$ cat src/rtl/adc_cal_sequencer_if.sv
// Control, status and ADC/DTU calibration signals of the ADC calibration sequencer.
// The master side requests runs and models the ADCs; the slave side is the sequencer.
interface adc_cal_sequencer_if;
   logic       cal_req;
   logic       abort;
   logic [1:0] ch_sel;
   logic [1:0] AdcCalBusyIn;
   logic [1:0] AdcCal;
   logic       DtuSyncMode;
   logic       DtuFlush;
   logic       seq_busy;
   logic       seq_done;
   logic       seq_err;
   logic [1:0] err_code;

   modport master (
      output cal_req, abort, ch_sel, AdcCalBusyIn,
      input  AdcCal, DtuSyncMode, DtuFlush, seq_busy, seq_done, seq_err, err_code
   );

   modport slave (
      input  cal_req, abort, ch_sel, AdcCalBusyIn,
      output AdcCal, DtuSyncMode, DtuFlush, seq_busy, seq_done, seq_err, err_code
   );
endinterface

$ cat src/rtl/adc_cal_sequencer.sv
// ADC calibration sequencer: DTU sync mode, calibration pulse, bounded tracking of the
// returned busy flags, closing DTU flush, and done/error reporting.
module adc_cal_sequencer #(
   parameter int CAL_PULSE_LEN = 8,
   parameter int RISE_WAIT     = 16,
   parameter int FALL_TIMEOUT  = 4096,
   parameter int FLUSH_LEN     = 4,
   parameter int CNT_W         = 13
) (
   input logic                clock,
   input logic                rst,
   adc_cal_sequencer_if.slave bus
);

   localparam logic [2:0] ST_IDLE      = 3'd0;
   localparam logic [2:0] ST_SYNC      = 3'd1;
   localparam logic [2:0] ST_PULSE     = 3'd2;
   localparam logic [2:0] ST_WAIT_RISE = 3'd3;
   localparam logic [2:0] ST_WAIT_FALL = 3'd4;
   localparam logic [2:0] ST_FLUSH     = 3'd5;
   localparam logic [2:0] ST_DONE      = 3'd6;

   localparam logic [1:0] ERR_NONE    = 2'b00;
   localparam logic [1:0] ERR_NO_RISE = 2'b01;
   localparam logic [1:0] ERR_STUCK   = 2'b10;
   localparam logic [1:0] ERR_ABORT   = 2'b11;

   localparam logic [CNT_W-1:0] CNT_ZERO   = {CNT_W{1'b0}};
   localparam logic [CNT_W-1:0] CNT_ONE    = {{(CNT_W-1){1'b0}}, 1'b1};
   localparam logic [CNT_W-1:0] PULSE_LOAD = CNT_W'(CAL_PULSE_LEN - 1);
   localparam logic [CNT_W-1:0] RISE_LOAD  = CNT_W'(RISE_WAIT - 1);
   localparam logic [CNT_W-1:0] FALL_LOAD  = CNT_W'(FALL_TIMEOUT - 1);
   localparam logic [CNT_W-1:0] FLUSH_LOAD = CNT_W'(FLUSH_LEN - 1);

   logic [2:0]       state_r;
   logic [2:0]       nextState_s;
   logic [CNT_W-1:0] count_r;
   logic [CNT_W-1:0] nextCount_s;
   logic [CNT_W-1:0] countDec_s;
   logic             countZero_s;
   logic [1:0]       chLatch_r;
   logic [1:0]       nextCh_s;
   logic [1:0]       busySync1_r;
   logic [1:0]       busySync2_r;
   logic [1:0]       busySel_s;
   logic             anyBusy_s;
   logic             abortHit_s;
   logic             nextErr_s;
   logic [1:0]       nextCode_s;

   logic [1:0]       adcCalNext_s;
   logic             syncModeNext_s;
   logic             flushNext_s;
   logic             doneNext_s;
   logic             busyNext_s;

   logic [1:0]       adcCal_r;
   logic             dtuSyncMode_r;
   logic             dtuFlush_r;
   logic             seqBusy_r;
   logic             seqDone_r;
   logic             seqErr_r;
   logic [1:0]       errCode_r;

   // Busy is only meaningful on the channels chosen for this run
   assign busySel_s   = busySync2_r & chLatch_r;
   assign anyBusy_s   = |busySel_s;
   assign countZero_s = (count_r == CNT_ZERO);
   assign countDec_s  = count_r - CNT_ONE;
   assign abortHit_s  = bus.abort & ((state_r == ST_SYNC) | (state_r == ST_PULSE) |
                                     (state_r == ST_WAIT_RISE) | (state_r == ST_WAIT_FALL));

   // Next-state, counter, channel latch and error bookkeeping
   always_comb begin
      nextState_s = state_r;
      nextCount_s = count_r;
      nextCh_s    = chLatch_r;
      nextErr_s   = seqErr_r;
      nextCode_s  = errCode_r;
      if (abortHit_s) begin
         nextState_s = ST_FLUSH;
         nextCount_s = FLUSH_LOAD;
         nextErr_s   = 1'b1;
         nextCode_s  = ERR_ABORT;
      end else begin
         case (state_r)
            ST_IDLE: begin
               if (bus.cal_req && (bus.ch_sel != 2'b00)) begin
                  nextState_s = ST_SYNC;
                  nextCount_s = CNT_ZERO;
                  nextCh_s    = bus.ch_sel;
                  nextErr_s   = 1'b0;
                  nextCode_s  = ERR_NONE;
               end else begin
                  nextState_s = ST_IDLE;
               end
            end
            ST_SYNC: begin
               nextState_s = ST_PULSE;
               nextCount_s = PULSE_LOAD;
            end
            ST_PULSE: begin
               if (countZero_s) begin
                  nextState_s = ST_WAIT_RISE;
                  nextCount_s = RISE_LOAD;
               end else begin
                  nextCount_s = countDec_s;
               end
            end
            // A rise seen on the expiry cycle still wins over the timeout
            ST_WAIT_RISE: begin
               if (anyBusy_s) begin
                  nextState_s = ST_WAIT_FALL;
                  nextCount_s = FALL_LOAD;
               end else if (countZero_s) begin
                  nextState_s = ST_FLUSH;
                  nextCount_s = FLUSH_LOAD;
                  nextErr_s   = 1'b1;
                  nextCode_s  = ERR_NO_RISE;
               end else begin
                  nextCount_s = countDec_s;
               end
            end
            ST_WAIT_FALL: begin
               if (!anyBusy_s) begin
                  nextState_s = ST_FLUSH;
                  nextCount_s = FLUSH_LOAD;
               end else if (countZero_s) begin
                  nextState_s = ST_FLUSH;
                  nextCount_s = FLUSH_LOAD;
                  nextErr_s   = 1'b1;
                  nextCode_s  = ERR_STUCK;
               end else begin
                  nextCount_s = countDec_s;
               end
            end
            ST_FLUSH: begin
               if (countZero_s) begin
                  nextState_s = ST_DONE;
                  nextCount_s = CNT_ZERO;
               end else begin
                  nextCount_s = countDec_s;
               end
            end
            ST_DONE: begin
               nextState_s = ST_IDLE;
               nextCount_s = CNT_ZERO;
            end
            default: begin
               nextState_s = ST_IDLE;
               nextCount_s = CNT_ZERO;
               nextCh_s    = 2'b00;
            end
         endcase
      end
   end

   // Output values belonging to the state entered on the coming edge
   always_comb begin
      adcCalNext_s   = 2'b00;
      syncModeNext_s = 1'b0;
      flushNext_s    = 1'b0;
      doneNext_s     = 1'b0;
      case (nextState_s)
         ST_SYNC: begin
            syncModeNext_s = 1'b1;
         end
         ST_PULSE: begin
            adcCalNext_s   = nextCh_s;
            syncModeNext_s = 1'b1;
         end
         ST_WAIT_RISE, ST_WAIT_FALL: begin
            syncModeNext_s = 1'b1;
         end
         ST_FLUSH: begin
            syncModeNext_s = 1'b1;
            flushNext_s    = 1'b1;
         end
         ST_DONE: begin
            doneNext_s = 1'b1;
         end
         default: begin
            adcCalNext_s   = 2'b00;
            syncModeNext_s = 1'b0;
         end
      endcase
   end

   assign busyNext_s = (nextState_s != ST_IDLE);

   // State, counter, busy synchronisers and registered outputs
   always_ff @(posedge clock or posedge rst) begin
      if (rst) begin
         state_r       <= ST_IDLE;
         count_r       <= CNT_ZERO;
         chLatch_r     <= 2'b00;
         busySync1_r   <= 2'b00;
         busySync2_r   <= 2'b00;
         adcCal_r      <= 2'b00;
         dtuSyncMode_r <= 1'b0;
         dtuFlush_r    <= 1'b0;
         seqBusy_r     <= 1'b0;
         seqDone_r     <= 1'b0;
         seqErr_r      <= 1'b0;
         errCode_r     <= ERR_NONE;
      end else begin
         state_r       <= nextState_s;
         count_r       <= nextCount_s;
         chLatch_r     <= nextCh_s;
         busySync1_r   <= bus.AdcCalBusyIn;
         busySync2_r   <= busySync1_r;
         adcCal_r      <= adcCalNext_s;
         dtuSyncMode_r <= syncModeNext_s;
         dtuFlush_r    <= flushNext_s;
         seqBusy_r     <= busyNext_s;
         seqDone_r     <= doneNext_s;
         seqErr_r      <= nextErr_s;
         errCode_r     <= nextCode_s;
      end
   end

   assign bus.AdcCal      = adcCal_r;
   assign bus.DtuSyncMode = dtuSyncMode_r;
   assign bus.DtuFlush    = dtuFlush_r;
   assign bus.seq_busy    = seqBusy_r;
   assign bus.seq_done    = seqDone_r;
   assign bus.seq_err     = seqErr_r;
   assign bus.err_code    = errCode_r;

endmodule

$ cat src/flat_wrapper.sv
// flat-port wrapper written by rule: the top's interface ports become plain ports
module adc_cal_sequencer_flat 
#(
   parameter int CAL_PULSE_LEN = 8,
   parameter int RISE_WAIT     = 16,
   parameter int FALL_TIMEOUT  = 4096,
   parameter int FLUSH_LEN     = 4,
   parameter int CNT_W         = 13
)
  (clock, rst, bus_cal_req, bus_abort, bus_ch_sel, bus_AdcCalBusyIn, bus_AdcCal, bus_DtuSyncMode, bus_DtuFlush, bus_seq_busy, bus_seq_done, bus_seq_err, bus_err_code);
  adc_cal_sequencer_if bus_i ();
  input logic clock;
  input logic rst;
  input wire logic [$bits(bus_i.cal_req)-1:0] bus_cal_req;
  input wire logic [$bits(bus_i.abort)-1:0] bus_abort;
  input wire logic [$bits(bus_i.ch_sel)-1:0] bus_ch_sel;
  input wire logic [$bits(bus_i.AdcCalBusyIn)-1:0] bus_AdcCalBusyIn;
  output wire logic [$bits(bus_i.AdcCal)-1:0] bus_AdcCal;
  output wire logic [$bits(bus_i.DtuSyncMode)-1:0] bus_DtuSyncMode;
  output wire logic [$bits(bus_i.DtuFlush)-1:0] bus_DtuFlush;
  output wire logic [$bits(bus_i.seq_busy)-1:0] bus_seq_busy;
  output wire logic [$bits(bus_i.seq_done)-1:0] bus_seq_done;
  output wire logic [$bits(bus_i.seq_err)-1:0] bus_seq_err;
  output wire logic [$bits(bus_i.err_code)-1:0] bus_err_code;
  assign bus_i.cal_req = bus_cal_req;
  assign bus_i.abort = bus_abort;
  assign bus_i.ch_sel = bus_ch_sel;
  assign bus_i.AdcCalBusyIn = bus_AdcCalBusyIn;
  assign bus_AdcCal = bus_i.AdcCal;
  assign bus_DtuSyncMode = bus_i.DtuSyncMode;
  assign bus_DtuFlush = bus_i.DtuFlush;
  assign bus_seq_busy = bus_i.seq_busy;
  assign bus_seq_done = bus_i.seq_done;
  assign bus_seq_err = bus_i.seq_err;
  assign bus_err_code = bus_i.err_code;
  adc_cal_sequencer #(.CAL_PULSE_LEN(CAL_PULSE_LEN), .RISE_WAIT(RISE_WAIT), .FALL_TIMEOUT(FALL_TIMEOUT), .FLUSH_LEN(FLUSH_LEN), .CNT_W(CNT_W)) u_core (.clock(clock), .rst(rst), .bus(bus_i));
endmodule
$ cat config.mk
export PLATFORM = sky130hd
export DESIGN_NAME = adc_cal_sequencer_flat
export DESIGN_NICKNAME = d
export VERILOG_FILES = /design/src/rtl/adc_cal_sequencer_if.sv /design/src/rtl/adc_cal_sequencer.sv /design/src/flat_wrapper.sv
export SDC_FILE = /design/constraint.sdc
export NUM_CORES = 1
export LEC_CHECK = 0
export ABC_AREA = 1
export CAP_MARGIN = 20
export CELL_PAD_IN_SITES_DETAIL_PLACEMENT = 0
export CELL_PAD_IN_SITES_GLOBAL_PLACEMENT = 1
export CORE_UTILIZATION = 44
export CTS_CLUSTER_SIZE = 40
export DETAILED_ROUTE_END_ITERATION = 12
export PLACE_DENSITY = 0.8
export SLEW_MARGIN = 0
export SYNTH_ARGS = -nofsm -noshare
export SYNTH_HDL_FRONTEND = slang
export SYNTH_SLANG_ARGS = --single-unit
$ cat constraint.sdc
create_clock -name clock -period 3.61 [get_ports clock]
set_input_delay 0.361 -clock clock [delete_from_list [all_inputs] [get_ports clock]]
set_output_delay 0.361 -clock clock [all_outputs]
set_load 0.05 [all_outputs]
==> impl_metrics.json <==
{
  "vias_per_cell": 5.00,
  "routedWlPerCell_um": 13.1,
  "ant_nets": 0,
  "cp_cell_sequence": "nand2_1 -> nor2_2 -> nand2_1 -> a21oi_1 -> nor2_1 -> nand3_1 -> o21ai_0",
  "io_buffers": 16,
  "die_area_mm2": 0.00460,
  "synthesis.nets": 282,
  "start_util": 0.466,
  "worst-path-max-fanout": 11,
  "place.gp.congestion": 0.799,
  "post-dp-hpwl_mm": 3.56,
  "syn_avg_cell_area_um2": 7.06,
  "hold_violations": 0,
  "grt_first_pass_wirelength_mm": 7.42,
  "fin_crit_sh": 0.569,
  "grt_use_total": 0.230,
  "vias": 1715,
  "slowest_delay_ns": 0.48,
  "period_needed_ns": 2.05,
  "setup_tns_ns": 0,
  "areaGrowthSynthToFinish_pct": 17.9,
  "firstDrtPassIters": 5,
  "cp.required_ns": 3.77,
  "skew_ns": 0.00598,
  "clk_path_buf_depth": 2,
  "yosysMostFrequentCell": "nand2_1",
  "grt_max_degree": 18,
  "clock-sinks": 31,
  "pin_count": 17,
  "ctsResizeCount": 0,
  "maxCapViolations": 0,
  "drc": 0,
  "die_width_um": 67.8,
  "cp.buffers_inverters": 0,
  "antenna_cells": 0,
  "rows": 23,
  "holdWs_ns": 0.349,
  "drive_above_1_share": 0.0819,
  "synth_edf_count": 0,
  "grt_pass1_vias": 1528,
  "yosysWarnings": 0,
  "cts_tree": "done",
  "grt.overflow.total": 0,
  "ctsHoldBuffers": 0,
  "syn_area_mm2": 0.00191,
  "finalSetupViolations": 0,
  "numCtsBuffers": 5,
  "synthFlopType": "dfrtp_1",
  "final_util": 0.550,
  "worstMarginPinSlew_ns": 0.621,
  "crit_path_end_kind": "flop",
  "grt_antenna_before_repair": 0,
  "yosysSeqAreaShare": 0.407,
  "clock_latency_ns": 0.29,
  "path_clk_slew_ns": 0.06,
  "ys_types": 24,
  "routed_wl_mm": 4.50,
  "design.core.area_mm2": 0.00409,
  "outcome": "completed",
  "crit_family": "simple AND/OR/NAND/NOR gates",
  "cp.arrival_ns": 2.22,
  "yosys-top-cells-area": "dfrtp_1 (41%), nand2_1 (16%), inv_1 (8.1%)",
  "cts_setup_buffers": 0,
  "max_freq_mhz": 487,
  "synthTopCellsByCount": "nand2_1 (81), inv_1 (41), dfrtp_1 (31)",
  "synth_top_area_frac": 0.407,
  "drt-initial-drc-count": 98,
  "start_kind": "flop",
  "cts.htree.levels": 2,
  "slew_headroom": 0.585,
  "ys_seq_elements": 31,
  "path_class": "reg -> reg",
  "crit_top_cell": "nand2_1",
  "synth_cells": 270,
  "rsz0062_at_grt": "false",
  "synth-async-reset-ratio": 1.00,
  "final_nets": 304,
  "die_h_um": 67.8,
  "cpMaxStageDelayCell": "dfrtp_1",
  "clockRootBuffer": "clkbuf_8",
  "finalMaxSlewViolations": 0,
  "synth_top_area_cell": "dfrtp_1",
  "hold_class": "reg -> reg"
}
through the flow:
stage | setup WS, ns | cell area [um^2] | instances
2_1_floorplan | 2.00 | 1910 | 270
3_3_place_gp | 1.55 | 2130 | 335
3_5_place_dp | 1.49 | 2130 | 335
4_1_cts | 1.60 | 2250 | 343
5_1_grt | 1.37 | 2250 | 343
6_report | 1.56 | 2250 | 343
cell families (layout without fill, tap and decap cells):
group / count (synthesis) / count (layout) / share of synthesized area
buffers and inverters: 46 / 69 / 0.0906
AOI/OAI and AO/OA: 39 / 39 / 0.119
and+or+nand+nor: 141 / 141 / 0.316
xor gates and xnor gates: 9 / 9 / 0.0414
adders and majority gates: 4 / 4 / 0.0263
DFF: 31 / 31 / 0.407
layer usage:
layer  global-route usage  wire length [um]  share of wire
met5                    0                 0              0
met2                0.314              1850           0.41
met4               0.0990               103          0.023
met1                0.346              2360           0.52
met3               0.0517               185          0.041
layout by cell type (no fill, tap or decap):
cell type         n
nor2_1           25
bufinv_16         1
nand3_2           2
a21oi_4           1
nand2_2           2
o21a_1            1
clkdlybuf4s50_1  16
nand2_1          81
xor2_1            9
dfrtp_1          31
o22ai_1           2
ha_1              4
nor2_2            3
o21ai_4           1
buf_4             1
o21ai_0          27
clkbuf_8          6
nand3b_1          1
nand3_1          20
or2_2             1
inv_1            41
clkinv_2          1
a21oi_1           6
nor2_4            1
o21ai_2           1
inv_2             3
nand4_1           2
nor3_1            3
path summary, 6_finish.rpt:
kind | end | from | slack [ns] | cells past startpoint
setup / recovery | u_core.bus.err_code[1]$_DFFE_PP0P_ | u_core.state_r[1]$_DFF_PP0_ | 1.56 | 7
hold / removal | u_core.busySync2_r[0]$_DFF_PP0_ | u_core.busySync1_r[0]$_DFF_PP0_ | 0.35 | 0
setup reg to reg | u_core.bus.err_code[1]$_DFFE_PP0P_ | u_core.state_r[1]$_DFF_PP0_ | 1.56 | 7
hold reg to reg | u_core.busySync2_r[0]$_DFF_PP0_ | u_core.busySync1_r[0]$_DFF_PP0_ | 0.35 | 0
max in group asynchronous | u_core.count_r[2]$_DFFE_PP0P_ | rst | 2.52 | 3
min in group asynchronous | u_core.count_r[8]$_DFFE_PP0P_ | rst | 0.45 | 2
sequential cells by signal, summed over array words and instances (netlist names):
name	count
u_core.bus.AdcCal	2
u_core.bus.DtuFlush	1
u_core.bus.seq_busy	1
u_core.state_r	3
u_core.bus.seq_done	1
u_core.bus.seq_err	1
u_core.bus.err_code	2
u_core.bus.DtuSyncMode	1
u_core.chLatch_r	2
u_core.count_r	13
u_core.busySync1_r	2
u_core.busySync2_r	2
final cells by class:
class / instances / area (um^2)
Fill cell: 412 / 1840
Multi-Input combinational cell: 193 / 957
Clock inverter: 2 / 35.0
Inverter: 44 / 165
Clock buffer: 6 / 82.6
Timing Repair Buffer: 17 / 168
Sequential cell: 31 / 776
Tap cell: 50 / 62.6
Power is not shown: default switching activity piles up to over one toggle a cycle in this logic, so the estimate is an artifact.
